$ cat src/rtl/adder_inverse_serial.sv
// Digit-serial inverse of a 16-bit ripple-carry adder: recovers A = {cout, sum} - B - cin,
// DIGIT bits per cycle, LSB digit first, with valid/ready handshakes on both sides.
`timescale 1ns/1ps
module adder_inverse_serial #(
  parameter int DIGIT = 4
) (
  input  logic        clk,
  input  logic        rst_n,
  input  logic        in_valid,
  output logic        in_ready,
  input  logic [15:0] in_sum,
  input  logic        in_cout,
  input  logic [15:0] in_b,
  input  logic        in_cin,
  output logic        out_valid,
  input  logic        out_ready,
  output logic [15:0] out_a,
  output logic        out_err
);

  localparam int         N    = 16 / DIGIT;
  localparam logic [4:0] LAST = 5'(N - 1);

  generate
    if (DIGIT != 1 && DIGIT != 2 && DIGIT != 4 && DIGIT != 8 && DIGIT != 16) begin : g_bad_digit
      $error("adder_inverse_serial: DIGIT must be one of 1, 2, 4, 8, 16");
    end
  endgenerate

  typedef enum logic [1:0] {IDLE, RUN, DONE} state_t;

  state_t      state_reg, state_next;
  logic [15:0] sum_reg, b_reg, a_reg;
  logic        cout_reg, borrow_reg, err_reg;
  logic [4:0]  cnt_reg;

  logic             accept, last_step;
  logic [DIGIT:0]   diff;
  logic [15:0]      sum_shift, b_shift, a_shift;

  assign accept    = (state_reg == IDLE) && in_valid;
  assign last_step = (state_reg == RUN) && (cnt_reg == LAST);

  // One digit of subtraction; the extra top bit is the digit borrow-out.
  assign diff = {1'b0, sum_reg[DIGIT-1:0]} - {1'b0, b_reg[DIGIT-1:0]} - (DIGIT+1)'(borrow_reg);

  generate
    if (DIGIT == 16) begin : g_full
      assign sum_shift = '0;
      assign b_shift   = '0;
      assign a_shift   = diff[15:0];
    end else begin : g_part
      assign sum_shift = {{DIGIT{1'b0}}, sum_reg[15:DIGIT]};
      assign b_shift   = {{DIGIT{1'b0}}, b_reg[15:DIGIT]};
      assign a_shift   = {diff[DIGIT-1:0], a_reg[15:DIGIT]};
    end
  endgenerate

  always_ff @(posedge clk or negedge rst_n) begin
    if (!rst_n) begin
      state_reg <= IDLE;
    end else begin
      state_reg <= state_next;
    end
  end

  always_comb begin
    state_next = state_reg;
    in_ready   = 1'b0;
    out_valid  = 1'b0;
    case (state_reg)
      IDLE: begin
        in_ready = 1'b1;
        if (in_valid) state_next = RUN;
      end
      RUN: begin
        if (cnt_reg == LAST) state_next = DONE;
      end
      DONE: begin
        out_valid = 1'b1;
        if (out_ready) state_next = IDLE;
      end
      default: state_next = IDLE;
    endcase
  end

  always_ff @(posedge clk or negedge rst_n) begin
    if (!rst_n) begin
      sum_reg    <= '0;
      b_reg      <= '0;
      a_reg      <= '0;
      cout_reg   <= 1'b0;
      borrow_reg <= 1'b0;
      err_reg    <= 1'b0;
      cnt_reg    <= '0;
    end else if (accept) begin
      sum_reg    <= in_sum;
      b_reg      <= in_b;
      cout_reg   <= in_cout;
      borrow_reg <= in_cin;
      cnt_reg    <= '0;
    end else if (state_reg == RUN) begin
      sum_reg    <= sum_shift;
      b_reg      <= b_shift;
      a_reg      <= a_shift;
      borrow_reg <= diff[DIGIT];
      cnt_reg    <= cnt_reg + 5'd1;
      // Out of range exactly when carry-out and final borrow disagree.
      if (last_step) err_reg <= cout_reg ^ diff[DIGIT];
    end
  end

  assign out_a   = a_reg;
  assign out_err = err_reg;

endmodule

$ cat config.mk
export PLATFORM = sky130hd
export DESIGN_NAME = adder_inverse_serial
export DESIGN_NICKNAME = d
export VERILOG_FILES = /design/src/rtl/adder_inverse_serial.sv
export SDC_FILE = /design/constraint.sdc
export NUM_CORES = 1
export LEC_CHECK = 0
export CAP_MARGIN = 20
export CELL_PAD_IN_SITES_DETAIL_PLACEMENT = 0
export CELL_PAD_IN_SITES_GLOBAL_PLACEMENT = 1
export CORE_MARGIN = 5
export CORE_UTILIZATION = 47
export DETAILED_ROUTE_END_ITERATION = 8
export DONT_BUFFER_PORTS = 1
export GPL_TIMING_DRIVEN = 1
export PLACE_DENSITY = 0.87
export RECOVER_POWER = 50
export SLEW_MARGIN = 10
export SYNTH_ARGS = -nofsm -noshare
export SYNTH_HDL_FRONTEND = slang
export SYNTH_SLANG_ARGS = --single-unit
export TNS_END_PERCENT = 1
$ cat constraint.sdc
create_clock -name clk -period 3.1 [get_ports clk]
set_input_delay 0.62 -clock clk [delete_from_list [all_inputs] [get_ports clk]]
set_output_delay 0.62 -clock clk [all_outputs]
set_load 0.01 [all_outputs]
== Word level (Yosys, flattened, before mapping) ==
Index checks and enable logic that the tools add are counted.

* Equality and inequality tests: 6
* Multiplexer cells: 14
* Reduce and logical (&&, ||, !) cells: 7
* $add $sub $neg: 3
* Bitwise logic cells: 2

{| class="wikitable"
|+ Operators by type and width
! operator !! count
|-
| 16-bit two-way mux || 4
|-
| 5-bit two-way mux || 2
|-
| 2-bit two-way mux || 3
|-
| 2-bit != test, second input constant || 3
|-
| 2-bit one-hot mux with 3 select lines || 1
|-
| 3-bit AND reduction || 2
|-
| 5-bit by 1-bit adder with 5-bit output, second input constant || 1
|-
| 5-bit by 2-bit equality test with 1-bit output, second input constant || 1
|-
| 4-bit by 4-bit subtractor with 5-bit output || 1
|-
| 5-bit by 1-bit subtractor with 5-bit output || 1
|-
| 1-bit two-way mux || 4
|-
| 2-bit by 1-bit equality test with 1-bit output, second input constant || 1
|-
| 2-bit equality test, second input constant || 1
|-
| 1-bit logical AND || 2
|-
| 2-bit logical NOT || 1
|-
| 2-bit AND reduction || 1
|-
| 2-bit nonzero test || 1
|-
| 1-bit NOT || 1
|-
| 1-bit XOR || 1
|}

* Input port bits: 38
* Output and inout bits: 19
* Register bits after elaboration: 58
* Word-level logic and storage cells: 40

== Longest topological paths before layout ==
* Word-level depth: 4
* Depth in mapped cells: 10
* Gate-level depth less buffers: 10

== Least setup slack after synthesis ==
No wires, ideal clock.

* Path type: register to register
* Start point: reg sum_reg[0]
* End point: reg borrow_reg
* Setup slack: 593 ps
* Library setup time: 130 ps
* Required time: 2,970 ps
* Data arrival time: 2,377 ps
* Stages on the path, launching flop included: 10
* Period minus slack after synthesis: 2,507 ps
* Buffers on the path: 0
* Cells stage by stage: dfrtp_1 > fa_1 > inv_1 > ha_1 > or2_2 > fa_1 > nand2b_1 > a21oi_1 > xnor2_1 > o21ai_0

* Cells in the longest elaborated chain, start to end: 4

{| class="wikitable"
|+ RTL lines
! element !! line !! text
|-
| start: declaration || 33 || <nowiki>logic [15:0] sum_reg, b_reg, a_reg;</nowiki>
|-
| start signal: assignment || 97 || <nowiki>sum_reg <= in_sum;</nowiki>
|-
| start signal: assignment || 103 || <nowiki>sum_reg <= sum_shift;</nowiki>
|-
| 4-bit by 4-bit subtractor with 5-bit output || 45 || <nowiki>assign diff = {1'b0, sum_reg[DIGIT-1:0]} - {1'b0, b_reg[DIGIT-1:0]} - (DIGIT+1)'(borrow_reg);</nowiki>
|-
| 5-bit by 1-bit subtractor with 5-bit output || 45 ||
|-
| 1-bit two-way mux || 102 || <nowiki>end else if (state_reg == RUN) begin</nowiki>
|-
| 1-bit two-way mux || 96 || <nowiki>end else if (accept) begin</nowiki>
|-
| end signal: assignment || 100 || <nowiki>borrow_reg <= in_cin;</nowiki>
|-
| end signal: assignment || 106 || <nowiki>borrow_reg <= diff[DIGIT];</nowiki>
|-
| end: declaration || 34 || <nowiki>logic cout_reg, borrow_reg, err_reg;</nowiki>
|}

No other way between the ends. The select of a mux whose other input is x is not followed.
A chain may end at the register's enable or synchronous reset.

== Worst setup path after layout ==
Same ends and word-level chain as after synthesis.

==> flow_summary.ini <==
[run_status]
status = completed

[yosys]
postSynthCellCount = 273
synthesis.area_sq_um = 2620
ys_warn_count = 0
ys_seq_area_frac = 0.554
synth.distinct_cells = 27
synth_area_leaders = dfrtp_1, nand2_1, a22oi_1
post-synth-top-area-fraction = 0.554
dominantRegCellSynth = dfrtp_1
postSynth.asyncResetShare = 1.00
yosysTopAreaCell = dfrtp_1
synth.avg_cell_area_sq_um = 9.59
ys_seq_elements = 58
synth_fp_nets = 320
synth_edf_count = 0

[floorplanning]
core_sq_um = 5470
rows = 27
die_y_um = 84.6
die_x_um = 84.6
die-area_sq_um = 7160
start_util = 0.478
pin_count = 57

[drt]
routedWlPerCell_um = 15.3
vias = 1858
drtIter0Drc = 121
dr.pass1.iters = 4
wirelength_um = 5380
route.detailed.drc = 0
ant_nets = 0
vias_per_cell = 5.28

[clocking]
ctsHoldBuffers = 1
cts_root_buf = clkbuf_8
cts-htree-levels = 3
cts_buffer_depth = 2
path_clk_slew_ps = 60
post_cts_buffers = 0
clkLatencyLatePin_ps = 330
cts_inserted_buffers = 9
cts_tree = yes
clkSinkCount = 58
cts_resized = 0

[global_routing]
grt_overflow = 0
grt_max_degree = 59
grt_first_pass_wirelength_um = 9180
grt_pass1_vias = 1835
antenna_found_initial = 0
track_usage = 0.161

[timing]
setup_violations = 0
finalHoldViolations = 0
tns_ps = 0
rsz0062_at_grt = false
finalMaxSlewViolations = 0
fin_crit_ps = 2680
fmax_mhz = 373
finalHoldWorstSlack_ps = 386
skew_ps = 4.14
maxSlewHeadroom = 0.0537
worst_pin_slew_ps = 1420
period_share = 0.866
worst_slack_ps = 416

[cells_and_area]
regArea_sq_um = 1450
multi_input_area_sq_um = 1030
nets = 322
fill_cells = 528
fin_cells = 352
area_growth_pct = 8.17
layout_commonest_cell = nand2_1
layout_common_cells = nand2_1, dfrtp_1, a22oi_1, o21ai_0, clkbuf_8
drive_gt1_frac = 0.0821
diodes = 0

[power]
ir_drop_mv = 0.395
power.density_nw_per_um2 = 1160
leakagePower_nw = 1.40

[worst_setup_path]
worst_r2r_endpoint = borrow_reg$_DFFE_PN0P_
critPathLaunchType = flop
cp-end-kind = flop
critPathMaxFanout = 2
cp.required_ps = 3290
critPathBufInv = 1
crit_family = adder cells
r2r_start = sum_reg[0]$_DFFE_PN0P_
r2r_slack_ps = 420
path_class = flop to flop
worst_path_max_delay_cell = fa_1
reg2reg_depth = 9
arrival_ps = 2880
max_stage_delay_ps = 560
timing.critical_path.mode_cell = fa_1
path_cells = fa_1, inv_1, ha_1, or2_2, fa_1, nand2b_1, a21oi_1, xnor2_1, o21ai_0

[worst_hold_path]
min-delay-start = out_ready
min_path_cells = 1
whs_endpoint = state_reg[1]$_DFFE_PN0P_
min_path_type = input port to flop

[place]
dp_hpwl_um = 3440
preCtsSetupSlack_ps = 443
portBuffers = 0
gp_congestion = 0.783
placed_cells = 335

[run]
cap_violations = 0
metal layers:
layer	wire length, um	vias to the layer above	track usage
li1	-	910	-
met1	2300	880	0.211
met2	2560	61	0.241
met3	443	7	0.0618
met4	71	0	0.0647
met5	0	-	0
cell usage after synthesis (2+ instances only):
| cell | count |
|---|---|
| nor2_1 | 5 |
| xnor2_1 | 4 |
| inv_1 | 9 |
| fa_1 | 2 |
| buf_4 | 6 |
| nand4_1 | 2 |
| buf_2 | 5 |
| nand2_1 | 107 |
| nand3_1 | 2 |
| nand2b_1 | 4 |
| a221o_1 | 4 |
| o21ai_0 | 20 |
| dfrtp_1 | 58 |
| ha_1 | 7 |
| nor3_1 | 4 |
| buf_6 | 3 |
| a22oi_1 | 21 |
how the worst max path moves through the flow:
stage                      startpoint                     end  slack, ps  cells past startpoint
2_1_floorplan  sum_reg[0]$_DFFE_PN0P_  borrow_reg$_DFFE_PN0P_        590                      9
5_1_grt        sum_reg[0]$_DFFE_PN0P_  borrow_reg$_DFFE_PN0P_        250                      9
3_5_place_dp   sum_reg[0]$_DFFE_PN0P_  borrow_reg$_DFFE_PN0P_        440                      9
6_report       sum_reg[0]$_DFFE_PN0P_  borrow_reg$_DFFE_PN0P_        420                      9
4_1_cts        sum_reg[0]$_DFFE_PN0P_  borrow_reg$_DFFE_PN0P_        400                      9
3_3_place_gp   sum_reg[0]$_DFFE_PN0P_  borrow_reg$_DFFE_PN0P_        500                      9
through the flow:
stage                     cell area (sq um)  total power, mW   util
after floorplan                        2620             2.41      -
after global routing                   2830             3.60  0.517
after global placement                 2640             2.59  0.483
final                                  2830             3.29  0.517
after CTS                              2850             3.33  0.521
after detailed placement               2640             2.65  0.483
cells by family (layout without fill, tap and decap cells):
family,Yosys count,after routing,share of synthesized area
AND/OR/NAND/NOR,129,129,0.205
adder cells (fa/ha/maj),9,9,0.0488
buffers and inverters,24,31,0.0540
AO/OA/AOI/OAI,48,48,0.121
flip-flops,58,58,0.554
XOR/XNOR,5,5,0.0167
final cells by class:
cell class,instances,share of cell area
tap,72,0.0318
inverter,9,0.0119
clock buffer,14,0.0610
multi-input combinational,191,0.364
clock inverter,2,0.00354
sequential,58,0.513
timing repair buffer,6,0.0150
power breakdown:
group / total (mW) / internal (mW) / leakage, nW / switching [mW]
clock network: 0.644 / 0.354 / 0.0965 / 0.291
registers: 1.37 / 1.09 / 0.745 / 0.287
logic: 1.27 / 0.508 / 0.558 / 0.762
No activity file was read; power rests on OpenSTA's default activity.
